==> src/rtl/gpio_bus_master.sv <==
`timescale 1ns/1ps
// gpio_bus_master
//   Sole bus initiator for the GPIO register block. Periodically reads the
//   button-event latch (register 0) and applies the captured events to an
//   8-bit counter. When any event was seen, it clears the latch and then
//   refreshes the red LEDs (register 1) and both seven-segment digits
//   (registers 2 and 3). After reset the display is refreshed once, so it
//   shows 00.
//
// Ports
//   clk      in   system clock, rising edge
//   reset_n  in   asynchronous active-low reset
//   rd_data  in   GPIO read data, valid the cycle after the rd_en cycle
//   addr     out  register address (0 buttons, 1 leds, 2 hex0, 3 hex1)
//   rd_en    out  one-cycle read strobe
//   wr_en    out  one-cycle write strobe
//   wr_data  out  write data
//   count    out  current counter value
//   paused   out  pause flag
//   busy     out  high whenever the sequencer is not idle
module gpio_bus_master #(
  parameter int unsigned POLL_CYCLES = 1000
) (
  input  logic        clk,
  input  logic        reset_n,
  input  logic [31:0] rd_data,
  output logic [1:0]  addr,
  output logic        rd_en,
  output logic        wr_en,
  output logic [31:0] wr_data,
  output logic [7:0]  count,
  output logic        paused,
  output logic        busy
);

  // Timer only has to reach POLL_CYCLES-1.
  localparam int unsigned TW = (POLL_CYCLES > 2) ? $clog2(POLL_CYCLES) : 1;
  localparam logic [TW-1:0] TIMER_LAST = TW'(POLL_CYCLES - 1);

  typedef enum logic [3:0] {
    ST_INIT, ST_IDLE, ST_RD_REQ, ST_RD_WAIT, ST_EVAL,
    ST_WR_CLR, ST_WR_LED, ST_WR_HEX0, ST_WR_HEX1
  } state_t;

  state_t          state_q, state_d;
  logic [TW-1:0]   timer_q, timer_d;
  logic [3:0]      ev_q, ev_d;
  logic [7:0]      count_q, count_d;
  logic            paused_q, paused_d;

  // Only the event bits of the latch carry meaning.
  logic unused_rd_bits;
  assign unused_rd_bits = ^rd_data[31:4];

  // Active-low segment codes, decimal point (bit7) always off.
  function automatic logic [7:0] seg7(input logic [3:0] v);
    logic [7:0] s;
    case (v)
      4'h0: s = 8'hC0;  4'h1: s = 8'hF9;  4'h2: s = 8'hA4;  4'h3: s = 8'hB0;
      4'h4: s = 8'h99;  4'h5: s = 8'h92;  4'h6: s = 8'h82;  4'h7: s = 8'hF8;
      4'h8: s = 8'h80;  4'h9: s = 8'h90;  4'hA: s = 8'h88;  4'hB: s = 8'h83;
      4'hC: s = 8'hC6;  4'hD: s = 8'hA1;  4'hE: s = 8'h86;  default: s = 8'h8E;
    endcase
    return s;
  endfunction

  always_ff @(posedge clk or negedge reset_n) begin
    if (!reset_n) begin
      state_q  <= ST_INIT;
      timer_q  <= '0;
      ev_q     <= '0;
      count_q  <= '0;
      paused_q <= 1'b0;
    end else begin
      state_q  <= state_d;
      timer_q  <= timer_d;
      ev_q     <= ev_d;
      count_q  <= count_d;
      paused_q <= paused_d;
    end
  end

  // Next-state and event application.
  always_comb begin
    state_d  = state_q;
    timer_d  = timer_q;
    ev_d     = ev_q;
    count_d  = count_q;
    paused_d = paused_q;
    case (state_q)
      ST_INIT:    state_d = ST_WR_LED;
      ST_IDLE: begin
        // Timer only moves here; it is left at zero on exit, so it reads
        // zero everywhere outside IDLE.
        if (timer_q == TIMER_LAST) begin
          timer_d = '0;
          state_d = ST_RD_REQ;
        end else begin
          timer_d = timer_q + 1'b1;
        end
      end
      ST_RD_REQ:  state_d = ST_RD_WAIT;
      ST_RD_WAIT: begin
        ev_d    = rd_data[3:0];
        state_d = ST_EVAL;
      end
      ST_EVAL: begin
        if (ev_q == 4'h0) begin
          state_d = ST_IDLE;
        end else begin
          // Clear wins over inc/dec; inc+dec together cancel; pause
          // blocks inc/dec but not clear. Pause toggle is separate.
          if (ev_q[2])                      count_d = 8'h00;
          else if (ev_q[0] && ev_q[1])      count_d = count_q;
          else if (ev_q[0] && !paused_q)    count_d = count_q + 8'd1;
          else if (ev_q[1] && !paused_q)    count_d = count_q - 8'd1;
          if (ev_q[3]) paused_d = !paused_q;
          state_d = ST_WR_CLR;
        end
      end
      ST_WR_CLR:  state_d = ST_WR_LED;
      ST_WR_LED:  state_d = ST_WR_HEX0;
      ST_WR_HEX0: state_d = ST_WR_HEX1;
      ST_WR_HEX1: state_d = ST_IDLE;
      default:    state_d = ST_INIT;
    endcase
  end

  // Moore bus decode from registered state and data only, so an
  // asynchronous reset drops any strobe in the same cycle.
  always_comb begin
    addr    = 2'd0;
    rd_en   = 1'b0;
    wr_en   = 1'b0;
    wr_data = 32'h0;
    case (state_q)
      ST_RD_REQ: begin
        addr  = 2'd0;
        rd_en = 1'b1;
      end
      ST_WR_CLR: begin
        addr  = 2'd0;
        wr_en = 1'b1;
      end
      ST_WR_LED: begin
        addr    = 2'd1;
        wr_en   = 1'b1;
        wr_data = {14'b0, paused_q, 9'b0, count_q};
      end
      ST_WR_HEX0: begin
        addr    = 2'd2;
        wr_en   = 1'b1;
        wr_data = {24'b0, seg7(count_q[3:0])};
      end
      ST_WR_HEX1: begin
        addr    = 2'd3;
        wr_en   = 1'b1;
        wr_data = {24'b0, seg7(count_q[7:4])};
      end
      default: ;
    endcase
  end

  assign count  = count_q;
  assign paused = paused_q;
  assign busy   = (state_q != ST_IDLE);

endmodule

==> config.mk <==
export PLATFORM = sky130hd
export DESIGN_NAME = gpio_bus_master
export DESIGN_NICKNAME = d
export VERILOG_FILES = /design/src/rtl/gpio_bus_master.sv
export SDC_FILE = /design/constraint.sdc
export NUM_CORES = 1
export LEC_CHECK = 0
export ABC_AREA = 1
export CORE_MARGIN = 10
export CORE_UTILIZATION = 50
export DETAILED_ROUTE_END_ITERATION = 8
export PLACE_DENSITY = 0.83
export SKIP_LAST_GASP = 1
export SYNTH_ARGS = -nofsm -noshare
export SYNTH_HDL_FRONTEND = slang
export SYNTH_SLANG_ARGS = --single-unit
==> constraint.sdc <==
create_clock -name clk -period 3.7 [get_ports clk]
set_clock_uncertainty 0.2 [all_clocks]
set_input_delay 0.74 -clock clk [delete_from_list [all_inputs] [get_ports clk]]
set_output_delay 0.74 -clock clk [all_outputs]
set_load 0.02 [all_outputs]
==> flow_metrics.tcl, run 1 <==
set metrics [dict create \
    num_antenna_cells 0 \
    synth_flop_cell "dfrtp_1" \
    crit_top_cell "nand2_1" \
    hold_depth 1 \
    vias_per_cell 5.109 \
    io_buffers 28 \
    synthesis.area_sq_mm 0.002411 \
    synth_top_cell_by_area "dfrtp_1" \
    grt_usage_pct 13.72 \
    hold_end "timer_q[2]" \
    htree_num_levels 1 \
    cts_buffer_depth 2 \
    grt_pass1_wl_mm 9.011 \
    combPwrFrac_pct 9.9 \
    tns_ns 0 \
    syn_inst 349 \
    fp-row-count 25 \
    r2r-end "count[4]" \
    ys_async_sr_fraction_pct 100.0 \
    finalCritPeriodShare_pct 91.29 \
    synth_commonest_cells "nand2_1, inv_1, nand3_1, dfrtp_1, nor2_1" \
    setup_viol 0 \
    worstHoldStart "timer_q[2]" \
    clock-sinks 27 \
    dpl.cell_count 427 \
    drt_iter0_drc 94 \
    wl_per_cell_um 12.62 \
    finalNetCount 434 \
    ys.warnings.count 0 \
    hpwlAfterDp_mm 4.320 \
    maxSlewHeadroom_pct 61.21 \
    startpoint_type "flip-flop" \
    final_antenna_net_count 0 \
    synth.top_cell.area_share_pct 28.02 \
    synth-seq-cells 27 \
    worstSetupPathType "reg2out" \
    drv_slew 0 \
    synth_area_per_cell_sq_um 6.908 \
    multiInputGateArea_sq_mm 0.001449 \
    ctsResizeCount 0 \
    drive_gt1_share_pct 5.570 \
    clkLatencyLatePin_ns 0.28 \
    fmax_ghz 0.2961 \
    slowest_stage "clkdlybuf4s50_1" \
    ir_worst_vdd_uv 106.1 \
    ioPinCount 80 \
    seqPwrFrac_pct 57.1 \
    grt_overflow_total 0 \
    layout_min_cycle_time_ns 3.378 \
    register_area_sq_um 675.6 \
    hold_class "reg2reg" \
    ctsHoldBuffers 0 \
    worstPathArrival_ns 2.44 \
    drc 0 \
    num-fill-cells 442 \
    p_clk_share_pct 33.0 \
    synth_most_common_cell "nand2_1" \
    synth_edf_count 0 \
    max-cap-violations 0 \
    grt_max_degree 28 \
    cts_setup_buffers 0 \
    grt_pass1_vias 2068 \
    worst_slack_ns 0.3222 \
    cts_root_buf "clkbuf_8" \
    hold_violations 0 \
    cp_max_fo 8 \
    regToRegStartpoint "paused" \
    p_int_uw 386.1 \
    synthTopCellsByArea "dfrtp_1, nand2_1, ha_1" \
    gpl.final_weighted_congestion 0.8080 \
    rsz0062_at_grt "false" \
    hold_slack_ns 0.3064 \
    rr_worst_depth 8 \
    antenna_found_initial 0 \
    p_sw_share_pct 26.25 \
    cts_buffers 3 \
    critPathCaptureType "primary output" \
    area_growth_pct 12.19 \
    num_vias 2202 \
    instances_no_fill 431 \
    coreArea_sq_mm 0.004692 \
    clkTransAtPathRegs_ns 0.10 \
    crit_required_ns 2.76 \
    r2r_slack_ns 1.50 \
    cts_tree "done" \
    pre_cts_slack_ns 0.5994 \
    firstDrtPassIters 4 \
    p_switching_uw 137.4 \
    initial_core_util_pct 51.39 \
    tightest_slew_ns 0.5787 \
    path_buf_inv 2 \
    critPathTopFamily "buffers and inverters" \
    p_per_area_mw_per_mm2 193.5 \
    slowest_delay_ns 0.62 \
    path_cells "inv_1 > ha_1 > nand2_1 > nand2_1 > o21ai_0 > nand2_1 > nand3_1 > clkdlybuf4s50_1" \
    yosysUniqueCellTypes 33 \
    fp.dieArea_sq_mm 0.008000 \
    die_w_um 89.44 \
    synth-seq-area-share_pct 28.02 \
    die-height_um 89.44 \
    wl_mm 5.441 \
    p_leak_uw 0.001381 \
    status "completed" \
]
==> layout by cell type, fill, tap and decap left out, types with 2 or more instances in the layout <==
cell type	n
xnor2_1	3
a21oi_1	12
dfrtp_1	27
nand3b_1	3
o211ai_1	7
nor2_1	24
inv_1	43
xor2_1	3
nand2_1	104
inv_2	3
conb_1	23
nor2_2	2
clkbuf_8	3
nand4_1	3
clkdlybuf4s50_1	28
o21ai_0	19
o22ai_1	3
ha_1	21
nand3_1	28
or2_2	3
nand2_2	2
==> area by class of cell <==
class / count / share of cell area, %
Clock buffer: 3 / 1.526
Clock inverter: 1 / 0.2775
Inverter: 47 / 6.522
Multi-Input combinational cell: 270 / 53.56
Sequential cell: 27 / 24.98
Tap cell: 54 / 2.498
Timing Repair Buffer: 29 / 10.64
==> kinds of logic after synthesis <==
logic type / count (synthesis) / synth area share, %
AND/OR/NAND/NOR: 173 / 31.29
buffers and inverters: 74 / 15.31
AO/OA/AOI/OAI: 44 / 10.43
flip-flops: 27 / 28.02
adder cells (fa/ha/maj): 22 / 11.73
XOR/XNOR: 6 / 2.180
multiplexers: 2 / 0.8822
other: 1 / 0.1555
==> worst max path at each step <==
| stage | start | to | slack [ns] | cells past startpoint |
|---|---|---|---|---|
| after floorplan | count[0] | wr_data[3] | 1.25 | 7 |
| after global placement | count[4] | wr_data[3] | 0.64 | 8 |
| after detailed placement | count[4] | wr_data[3] | 0.60 | 8 |
| after CTS | count[4] | wr_data[3] | 0.28 | 8 |
| after global routing | count[0] | wr_data[3] | 0.15 | 8 |
| final | count[4] | wr_data[3] | 0.32 | 8 |
==> power groups by stage <==
stage	registers (uW)	clock network, uW	logic, uW
3_3_place_gp	305	0	49.8
5_1_grt	300	186	57.7
3_5_place_dp	305	0	51.0
6_report	299	173	52.0
4_1_cts	299	177	51.2
2_1_floorplan	305	0	54.5
==> registers in the layout (all words and copies together) (netlist names) <==
name	cells
count	8
ev_q	4
paused	1
state_q	4
timer_q	10
==> per-stage QoR <==
step / power [uW] / utilization [%] / area, sq um
floorplan: 359.0 / - / 2494
finish: 523.6 / 57.65 / 2705
CTS: 527.0 / 57.65 / 2705
global route: 543.0 / 57.65 / 2705
detailed placement: 355.9 / 56.61 / 2656
global placement: 354.5 / 56.61 / 2656
==> per-layer routing <==
metal	global-route usage, %	up-vias	wire (um)
li1	-	1127	-
met1	18.07	999	2427
met2	22.77	70	2547
met3	1.459	6	397
met4	4.480	0	68
met5	0	-	0
No activity file was read; power rests on OpenSTA's default activity.
==> inputs of run 2 (changes only) <==
--- a/config.mk
+++ b/config.mk
@@ -8,8 +8,10 @@
 export ABC_AREA = 1
 export CORE_MARGIN = 10
 export CORE_UTILIZATION = 50
+export CTS_BUF_LIST = sky130_fd_sc_hd__clkbuf_16
 export DETAILED_ROUTE_END_ITERATION = 8
 export PLACE_DENSITY = 0.83
+export REMOVE_ABC_BUFFERS = 1
 export SKIP_LAST_GASP = 1
 export SYNTH_ARGS = -nofsm -noshare
 export SYNTH_HDL_FRONTEND = slang
==> run 2 against run 1 <==
- utilization rose by 0.72 points
- count of clock-buffer cells in the layout stayed put
- via count fell by 0.23%
- die area is the same
- worst hold slack lost 0.0021 ns
- combinational power about the same
- design area grew 1.2%
- fmax grew 1.8%
- flip-flop and latch count unchanged
- routed wire length rose by 2.5%
- non-clock buffer count unchanged
- sequential share of layout area is 0.31 points lower
- critical endpoint unchanged
- largest power group unchanged
==> flow_metrics.tcl, run 2 (synthesis gave the netlist of run 1 again) <==
set metrics [dict create \
    num-fill-cells 439 \
    cts_root_buf "clkbuf_16" \
    p_switching_uw 147.1 \
    antenna_found_initial 0 \
    critPathCaptureType "primary output" \
    fp-row-count 25 \
    p_per_area_mw_per_mm2 220.5 \
    final_antenna_net_count 0 \
    startpoint_type "flip-flop" \
    final_common_cell "nand2_1" \
    drive_gt1_share_pct 5.570 \
    grt_overflow_total 0 \
    crit_top_cell "nand2_1" \
    worstPathArrival_ns 2.38 \
    vias_per_cell 5.097 \
    status "completed" \
    ioPinCount 80 \
    cts_buffer_depth 2 \
    tightest_slew_ns 0.6176 \
    slowest_delay_ns 0.61 \
    wl_mm 5.578 \
    clkTransAtPathRegs_ns 0.07 \
    hold_violations 0 \
    fmax_ghz 0.3014 \
    layout_min_cycle_time_ns 3.318 \
    slowest_stage "clkdlybuf4s50_1" \
    worstSetupPathType "reg2out" \
    grt_usage_pct 13.48 \
    grt_max_degree 28 \
    wl_per_cell_um 12.94 \
    path_cells "inv_1 > ha_1 > nand2_1 > nand2_1 > o21ai_0 > nand2_1 > nand3_1 > clkdlybuf4s50_1" \
    p_int_uw 456.8 \
    hold_class "reg2reg" \
    cp_max_fo 10 \
    fin_util_pct 58.37 \
    drc 0 \
    drt_iter0_drc 121 \
    setup_viol 0 \
    seqPwrFrac_pct 49.6 \
    io_buffers 28 \
    finalCritPeriodShare_pct 89.67 \
    hpwlAfterDp_mm 4.401 \
    rsz0062_at_grt "false" \
    grt_pass1_wl_mm 8.776 \
    grt_pass1_vias 2030 \
    largest_reg_flops 10 \
    p_total_uw 603.9 \
    finalNetCount 434 \
    die_w_um 89.44 \
    num_antenna_cells 0 \
    fp.dieArea_sq_mm 0.008000 \
    initial_core_util_pct 51.39 \
    max-cap-violations 0 \
    critPathTopFamily "buffers and inverters" \
    cts_tree "done" \
    gpl.final_weighted_congestion 0.8592 \
    firstDrtPassIters 4 \
    maxSlewHeadroom_pct 58.60 \
    ctsResizeCount 0 \
    drv_slew 0 \
    p_clk_share_pct 41.9 \
    p_sw_share_pct 24.35 \
    ir_worst_vdd_uv 173.4 \
    combPwrFrac_pct 8.6 \
    top_register "timer_q" \
    area_growth_pct 13.60 \
    num_vias 2197 \
    ctsHoldBuffers 0 \
    tns_ns 0 \
    p_leak_uw 0.001396 \
    clock-sinks 27 \
    mostFrequentLayoutCells "nand2_1, inv_1, nand3_1, clkdlybuf4s50_1, dfrtp_1" \
    htree_num_levels 1 \
    cts_buffers 3 \
    cts_setup_buffers 0 \
    path_buf_inv 2 \
    crit_required_ns 2.76 \
    coreArea_sq_mm 0.004692 \
    clkLatencyLatePin_ns 0.27 \
    die-height_um 89.44 \
]
run 2: final cells by class:
class	instances	area [sq um]	area share [%]
multi-input cells	270	1449	52.90
well taps	54	67.56	2.467
repair buffers	29	287.8	10.51
inverters	47	176.4	6.441
clock buffers	3	75.07	2.741
clock inverters	1	7.507	0.2741
flip-flops and latches	27	675.6	24.67
run 2: path summary, 6_finish.rpt:
kind                             from          to  slack [ns]  cells past startpoint
max                          count[0]  wr_data[3]        0.38                      8
min                        timer_q[2]  timer_q[2]        0.30                      1
max reg2reg                    paused    count[4]        1.54                     11
min reg2reg                timer_q[2]  timer_q[2]        0.30                      1
max in group asynchronous     reset_n    count[3]        2.39                      2
min in group asynchronous     reset_n  state_q[1]        0.64                      2
run 2: power groups by stage:
stage	clock network (uW)	registers, uW	logic, uW
after floorplan	0	305	35.7
after global placement	0	305	49.5
after detailed placement	0	305	50.9
after CTS	256	299	50.8
after global routing	269	299	57.6
final	253	299	51.7
run 2: metrics by stage:
stage	hold slack, ns	setup WS (ns)	area [sq um]	instances
after floorplan	0.2444	1.236	2301	344
after CTS	0.3041	0.3837	2739	431
after detailed placement	0.2913	0.6821	2656	427
final	0.3043	0.3823	2739	431
after global routing	0.3292	0.2627	2739	431
after global placement	0.2859	0.6653	2656	427
run 2: metal layers:
layer | part of all wire, % | GRT usage, % | vias to the layer above
li1 | - | - | 1119
met1 | 46 | 16.74 | 994
met2 | 46 | 23.43 | 78
met3 | 7.5 | 1.823 | 6
met4 | 0.91 | 4.191 | 0
met5 | 0 | 0 | -
